==> src/rtl/xlr8_text_fetch.sv <==
// Purpose: 80x30 text-mode renderer (8x16 glyphs, CGA palette) over a 640x480 visible area.
// Latency: rgb/de_out are registered one pixel clock after cx/cy/de_in; RAM and font fetches run ahead.
// Backpressure: none; free-running pixel stream. Optional macro TEXT_BLINK_EN adds attr[7] blink.
module xlr8_text_fetch #(
  parameter int H_TOTAL = 800,
  parameter int V_TOTAL = 525
) (
  input  logic        clk_pixel,
  input  logic        rstn,
  input  logic [9:0]  cx,
  input  logic [9:0]  cy,
  input  logic        de_in,
  input  logic [7:0]  row_offset,
  output logic [12:0] ram_address,
  output logic        ram_char_re,
  output logic        ram_attr_re,
  input  logic [7:0]  ram_char_data,
  input  logic [7:0]  ram_attr_data,
  output logic [11:0] font_addr,
  input  logic [7:0]  font_data,
  output logic [23:0] rgb,
  output logic        de_out
);

  localparam logic [9:0] LP_H_VIS     = 10'd640;
  localparam logic [9:0] LP_V_VIS     = 10'd480;
  localparam logic [9:0] LP_MID_LAST  = 10'd632;
  localparam logic [9:0] LP_EOL_FETCH = 10'(H_TOTAL - 4);
  localparam logic [9:0] LP_H_LAST    = 10'(H_TOTAL - 1);
  localparam logic [9:0] LP_V_LAST    = 10'(V_TOTAL - 1);

  localparam logic [23:0] LP_CGA [16] = '{
    24'h000000, 24'h0000AA, 24'h00AA00, 24'h00AAAA,
    24'hAA0000, 24'hAA00AA, 24'hAA5500, 24'hAAAAAA,
    24'h555555, 24'h5555FF, 24'h55FF55, 24'h55FFFF,
    24'hFF5555, 24'hFF55FF, 24'hFFFF55, 24'hFFFFFF
  };

  logic        w_mid_fetch;
  logic        w_eol_fetch;
  logic        w_fetch;
  logic        w_load;
  logic        w_bit;
  logic        w_vis;
  logic        w_unused;
  logic [9:0]  w_tline;
  logic [6:0]  w_tcol;
  logic [4:0]  w_ro;
  logic [5:0]  w_sum;
  logic [4:0]  w_phys;
  logic [12:0] w_addr;
  logic [7:0]  w_attr;
  logic [3:0]  w_fg_idx;
  logic [3:0]  w_bg_idx;
  logic [3:0]  w_cidx;
  logic [23:0] w_rgb;

  logic        r_re;
  logic [12:0] r_addr;
  logic [3:0]  r_frow;
  logic        r_dvld;
  logic        r_fvld;
  logic [11:0] r_font_addr;
  logic [7:0]  r_attr_pend;
  logic [7:0]  r_shift;
  logic [7:0]  r_attr;
  logic [23:0] r_rgb;
  logic        r_de;

  // Fetch slots: mid-line slots fetch the next column, the end-of-line slot fetches column 0 of the next line
  assign w_mid_fetch = (cx[2:0] == 3'd4) && (cx < LP_MID_LAST);
  assign w_eol_fetch = (cx == LP_EOL_FETCH);
  assign w_fetch     = (w_mid_fetch || w_eol_fetch) && (w_tline < LP_V_VIS);

  // Target line/column of the fetch slot in this cycle
  always_comb begin
    w_tline = cy;
    w_tcol  = 7'd0;
    if (w_eol_fetch) begin
      w_tline = (cy == LP_V_LAST) ? 10'd0 : cy + 10'd1;
    end else if (w_mid_fetch) begin
      w_tcol = cx[9:3] + 7'd1;
    end
  end

  // Scrolled physical text row; offsets 30/31 behave as 0, sum wraps at 30
  assign w_ro     = (row_offset[4:0] >= 5'd30) ? 5'd0 : row_offset[4:0];
  assign w_sum    = w_tline[9:4] + {1'b0, w_ro};
  assign w_phys   = (w_sum >= 6'd30) ? 5'(w_sum - 6'd30) : w_sum[4:0];
  assign w_addr   = {2'b00, w_phys, 6'd0} + {4'd0, w_phys, 4'd0} + {6'd0, w_tcol};
  assign w_unused = ^row_offset[7:5];

  // Issue the RAM read; row_offset is only sampled here so a change never splits a fetch
  always_ff @(posedge clk_pixel or negedge rstn) begin
    if (!rstn) begin
      r_re   <= 1'b0;
      r_addr <= 13'd0;
      r_frow <= 4'd0;
    end else begin
      r_re <= w_fetch;
      if (w_fetch) begin
        r_addr <= w_addr;
        r_frow <= w_tline[3:0];
      end
    end
  end

  // RAM data arrives the cycle after the enable; turn it into a font lookup and hold attr until load
  always_ff @(posedge clk_pixel or negedge rstn) begin
    if (!rstn) begin
      r_dvld      <= 1'b0;
      r_fvld      <= 1'b0;
      r_font_addr <= 12'd0;
      r_attr_pend <= 8'd0;
    end else begin
      r_dvld <= r_re;
      if (r_dvld) begin
        r_font_addr <= {ram_char_data, r_frow};
        r_attr_pend <= ram_attr_data;
        r_fvld      <= 1'b1;
      end else if (w_load) begin
        r_fvld <= 1'b0;
      end
    end
  end

  // First pixel of a column takes glyph bit 7 straight from the font; the rest come from the shifter.
  // A column with no completed fetch behind it renders as glyph 0 / attr 0.
  assign w_load = (cx[2:0] == 3'd0);
  always_comb begin
    w_bit  = r_shift[~cx[2:0]];
    w_attr = r_attr;
    if (w_load) begin
      w_bit  = r_fvld & font_data[7];
      w_attr = r_fvld ? r_attr_pend : 8'd0;
    end
  end

  // Load glyph row and attr into the pixel shifter at the first pixel of each column
  always_ff @(posedge clk_pixel or negedge rstn) begin
    if (!rstn) begin
      r_shift <= 8'd0;
      r_attr  <= 8'd0;
    end else if (w_load) begin
      r_shift <= r_fvld ? font_data : 8'd0;
      r_attr  <= r_fvld ? r_attr_pend : 8'd0;
    end
  end

`ifdef TEXT_BLINK_EN
  logic [5:0] r_frame;

  // Frame counter advances on the last pixel of the frame; bit 5 gives a 32-frame blink phase
  always_ff @(posedge clk_pixel or negedge rstn) begin
    if (!rstn) begin
      r_frame <= 6'd0;
    end else if ((cx == LP_H_LAST) && (cy == LP_V_LAST)) begin
      r_frame <= r_frame + 6'd1;
    end
  end

  // Colour select: 8 backgrounds, attr[7] hides the foreground during the blink-off phase
  always_comb begin
    w_fg_idx = w_attr[3:0];
    w_bg_idx = {1'b0, w_attr[6:4]};
    if (w_attr[7] && r_frame[5]) begin
      w_fg_idx = w_bg_idx;
    end
    w_cidx = w_bit ? w_fg_idx : w_bg_idx;
  end
`else
  // Colour select: 16 foregrounds and 16 backgrounds
  always_comb begin
    w_fg_idx = w_attr[3:0];
    w_bg_idx = w_attr[7:4];
    w_cidx   = w_bit ? w_fg_idx : w_bg_idx;
  end
`endif

  assign w_rgb = LP_CGA[w_cidx];
  assign w_vis = (cx < LP_H_VIS) && (cy < LP_V_VIS);

  // Output register: one-cycle latency, black outside the visible area
  always_ff @(posedge clk_pixel or negedge rstn) begin
    if (!rstn) begin
      r_rgb <= 24'd0;
      r_de  <= 1'b0;
    end else begin
      r_rgb <= w_vis ? w_rgb : 24'd0;
      r_de  <= de_in;
    end
  end

  assign ram_address = r_addr;
  assign ram_char_re = r_re;
  assign ram_attr_re = r_re;
  assign font_addr   = r_font_addr;
  assign rgb         = r_rgb;
  assign de_out      = r_de;

endmodule

==> config.mk <==
export PLATFORM = sky130hd
export DESIGN_NAME = xlr8_text_fetch
export DESIGN_NICKNAME = d
export VERILOG_FILES = /design/src/rtl/xlr8_text_fetch.sv
export SDC_FILE = /design/constraint.sdc
export NUM_CORES = 1
export LEC_CHECK = 0
export BUFFER_PORTS_ARGS = -buffer_cell sky130_fd_sc_hd__buf_2
export CORE_MARGIN = 2
export CORE_UTILIZATION = 52
export CTS_BUF_LIST = sky130_fd_sc_hd__clkbuf_16
export DETAILED_ROUTE_END_ITERATION = 16
export HOLD_SLACK_MARGIN = 0.06
export PLACE_DENSITY = 0.78
export REMOVE_ABC_BUFFERS = 1
export SLEW_MARGIN = 25
export SYNTH_ARGS = -nofsm -noshare
export SYNTH_HDL_FRONTEND = slang
export SYNTH_SLANG_ARGS = --single-unit
export TNS_END_PERCENT = 20
==> constraint.sdc <==
create_clock -name clk_pixel -period 2.7 [get_ports clk_pixel]
set_clock_uncertainty 0.15 [all_clocks]
set_input_delay 0 -clock clk_pixel [delete_from_list [all_inputs] [get_ports clk_pixel]]
set_output_delay 0 -clock clk_pixel [all_outputs]
set_load 0.01 [all_outputs]
==> flow_metrics.tcl <==
set metrics [dict create \
    outcome "finished, violations left" \
    violations "setup timing" \
    vias 3509 \
    die_area_um2 7780 \
    cp.arrival_ns 4.22 \
    cts-root-buf "clkbuf_16" \
    max_freq_mhz 240 \
    grt_start_max_net_pins 61 \
    insertedDiodeCount 0 \
    pwr_density_cell_nw_per_um2 646 \
    required_ns 2.76 \
    track_usage_pct 27.4 \
    dp_hpwl_um 6630 \
    clkSinkCount 60 \
    wire_per_inst_um 16.2 \
    hp-class "input port to register" \
    worst_pin_slew_ns 0.851 \
    worstPathMaxFanout 3 \
    crit_type "input port to register" \
    fin_tns_setup_ns -8.86 \
    grt_pass1_vias 3587 \
    swShare_pct 30.7 \
    stdcell_count 647 \
    hold_ws_ns 0.0986 \
    p_seq_share_pct 33.2 \
    slew_headroom_pct 43.3 \
    pre_cts_ws_ns -2.13 \
    portBuffers 102 \
    grt_pass1_wl_um 16400 \
    end_kind "register" \
    synthFlopType "dfrtp_1" \
    drive_above_1_share_pct 46.3 \
    antenna_found_initial 0 \
    fin_ws_ns -1.46 \
    die_w_um 88.2 \
    dr.pass1.iters 5 \
    synth_cells 366 \
    final_nets 623 \
    gp_congestion 0.916 \
    io_pins 107 \
    critPathLaunchType "input port" \
    finalCritPeriodShare_pct 154 \
    setup_violations 7 \
    final_hold_viol_count 0 \
    area_delta_synth_final_pct 47.6 \
    cts_max_path_buffers 2 \
    clkPwrFrac_pct 30.8 \
    ir_drop_uv 597 \
    core_um2 6830 \
    drc_errors 0 \
    dp_cells 593 \
    fillers 420 \
    leakage_nw 2.81 \
    maxCapViolCount 0 \
    ys_types 62 \
    period_minus_slack_ns 4.16 \
    final_common_cell "buf_2" \
    clock_latency_ns 0.32 \
    synth.avg_cell_area_um2 10.1 \
    start_util_pct 54.0 \
    avgViaCountPerCell 5.42 \
    wl_um 10500 \
    cts_made_buffers 9 \
    p_int_mw 2.44 \
    async_reset_ff_share_pct 100 \
    final_cell_mix "99 x buf_2, 70 x buf_4, 60 x dfrtp_1" \
    p_switching_mw 1.08 \
    slew_viol_final 0 \
    clk_pin_slew_ns 0.05 \
    tritoncts "built" \
    die_h_um 88.2 \
    htree_levels 3 \
    drt_iter0_drc 202 \
    yosys_warnings 0 \
    syn_area_um2 3690 \
    ys_seq_area_share_pct 40.7 \
    placementRows 30 \
    ant_nets 0 \
    synth-edff-count 0 \
    combPwrFrac_pct 36.0 \
    grt-ovfl-total 0 \
    synth-seq-cells 60 \
    rsz0062_at_grt "true" \
]
==> sequential cells by signal, indices dropped and copies added, names as in the netlist <==
| signal | flops |
|---|---|
| de_out | 1 |
| r_attr | 8 |
| r_frow | 4 |
| ram_attr_re | 1 |
| r_fvld | 1 |
| r_dvld | 1 |
| font_addr | 12 |
| ram_address | 12 |
| rgb | 5 |
| r_shift | 7 |
| r_attr_pend | 8 |
==> cell families (layout without fill, tap and decap cells) <==
family / after synthesis / after routing / share of synthesized area, %
AND/OR/NAND/NOR: 134 / 134 / 18.7
flip-flops: 60 / 60 / 40.7
AO/OA/AOI/OAI: 48 / 48 / 8.72
buffers and inverters: 46 / 231 / 7.53
multiplexers: 38 / 38 / 12.2
adder cells (fa/ha/maj): 21 / 21 / 7.73
XOR/XNOR: 18 / 18 / 4.27
other: 1 / 1 / 0.102
==> metal layers <==
metal | GRT usage, % | up-vias | routed length (um)
met4 | 9.37 | 0 | 274
met3 | 7.37 | 32 | 569
li1 | - | 1630 | -
met1 | 30.8 | 1700 | 4020
met2 | 50.2 | 147 | 5620
met5 | 0 | - | 0
==> path summary, 6_finish.rpt <==
| check | slack, ns | startpoint | cells after the start | endpoint |
|---|---|---|---|---|
| max | -1.46 | cx[0] | 23 | ram_address[10] |
| min | 0.1 | cy[3] | 4 | r_frow[3] |
| max reg2reg | 0.56 | r_fvld | 7 | rgb[14] |
| min in group asynchronous | 0.20 | rstn | 3 | ram_address[10] |
| min reg2reg | 0.26 | ram_attr_re | 0 | r_dvld |
| max in group asynchronous | 1.70 | rstn | 3 | r_attr[4] |
==> critical path, cell delays in order <==
cell     delay [ns]
buf_8          0.10
nor3b_4        0.29
nand2_1        0.11
or4_4          0.45
nor2_4         0.11
nand3_2        0.07
xnor2_1        0.15
ha_2           0.31
buf_6          0.14
xor2_4         0.16
o211a_1        0.20
o21ai_2        0.09
nor3_4         0.20
nor2_4         0.09
o22ai_4        0.10
fa_1           0.45
inv_2          0.11
ha_4           0.20
a21o_1         0.18
a21oi_2        0.18
o21ai_2        0.08
xor2_1         0.16
mux2_4         0.26
==> per-stage QoR <==
step	cell area (um^2)	power, mW	utilization [%]
CTS	5340	3.45	78.2
finish	5440	3.52	79.7
global route	5440	3.69	79.7
detailed placement	4570	2.21	66.8
floorplan	3450	1.72	-
global placement	4570	2.15	66.8
==> repair_timing <==
| item | in CTS | in global routing |
|---|---|---|
| pin swaps | 24 | 14 |
| endpoints found under the hold margin | 94 | 0 |
| gates resized for setup | 34 | 16 |
| setup endpoints to repair | 7 | 7 |
| setup buffers | 3 | 3 |
| hold buffers | 33 | 0 |
==> Yosys cell counts, drive strengths merged (2+ instances only) <==
| cell | count | area share [%] |
|---|---|---|
| a211oi | 2 | 0.41 |
| a21o | 4 | 0.81 |
| a21oi | 9 | 1.2 |
| a31oi | 2 | 0.34 |
| and2 | 9 | 1.5 |
| and3 | 4 | 0.71 |
| and4 | 3 | 0.75 |
| buf | 27 | 5.6 |
| clkbuf | 9 | 0.95 |
| dfrtp | 60 | 41 |
| fa | 3 | 1.6 |
| ha | 18 | 6.1 |
| inv | 10 | 1.0 |
| mux2 | 30 | 9.4 |
| mux2i | 6 | 1.6 |
| mux4 | 2 | 1.2 |
| nand2 | 51 | 5.3 |
| nand3 | 25 | 3.4 |
| nand4 | 5 | 1.0 |
| nor2 | 16 | 1.6 |
| nor3 | 6 | 0.81 |
| nor3b | 2 | 0.54 |
| o21ai | 15 | 2.0 |
| o2bb2ai | 3 | 0.71 |
| or2b | 2 | 0.41 |
| xnor2 | 10 | 2.4 |
| xor2 | 8 | 1.9 |
==> power groups by stage <==
stage | sequential [mW] | clock [mW] | combinational (mW)
CTS | 1.16 | 1.10 | 1.20
finish | 1.17 | 1.09 | 1.27
detailed placement | 1.17 | 0 | 1.03
global placement | 1.17 | 0 | 0.985
global route | 1.19 | 1.15 | 1.36
floorplan | 1.22 | 0 | 0.499
==> cell type report <==
type | instances | area (um^2) | share of cell area (%)
clock buffer | 9 | 225 | 4.14
sequential | 60 | 1500 | 27.6
inverter | 10 | 37.5 | 0.689
multi-input combinational | 260 | 2100 | 38.6
timing repair buffer | 206 | 1400 | 25.7
clock inverter | 6 | 56.3 | 1.03
tap | 96 | 120 | 2.21
(Power assumes the default switching activity.)
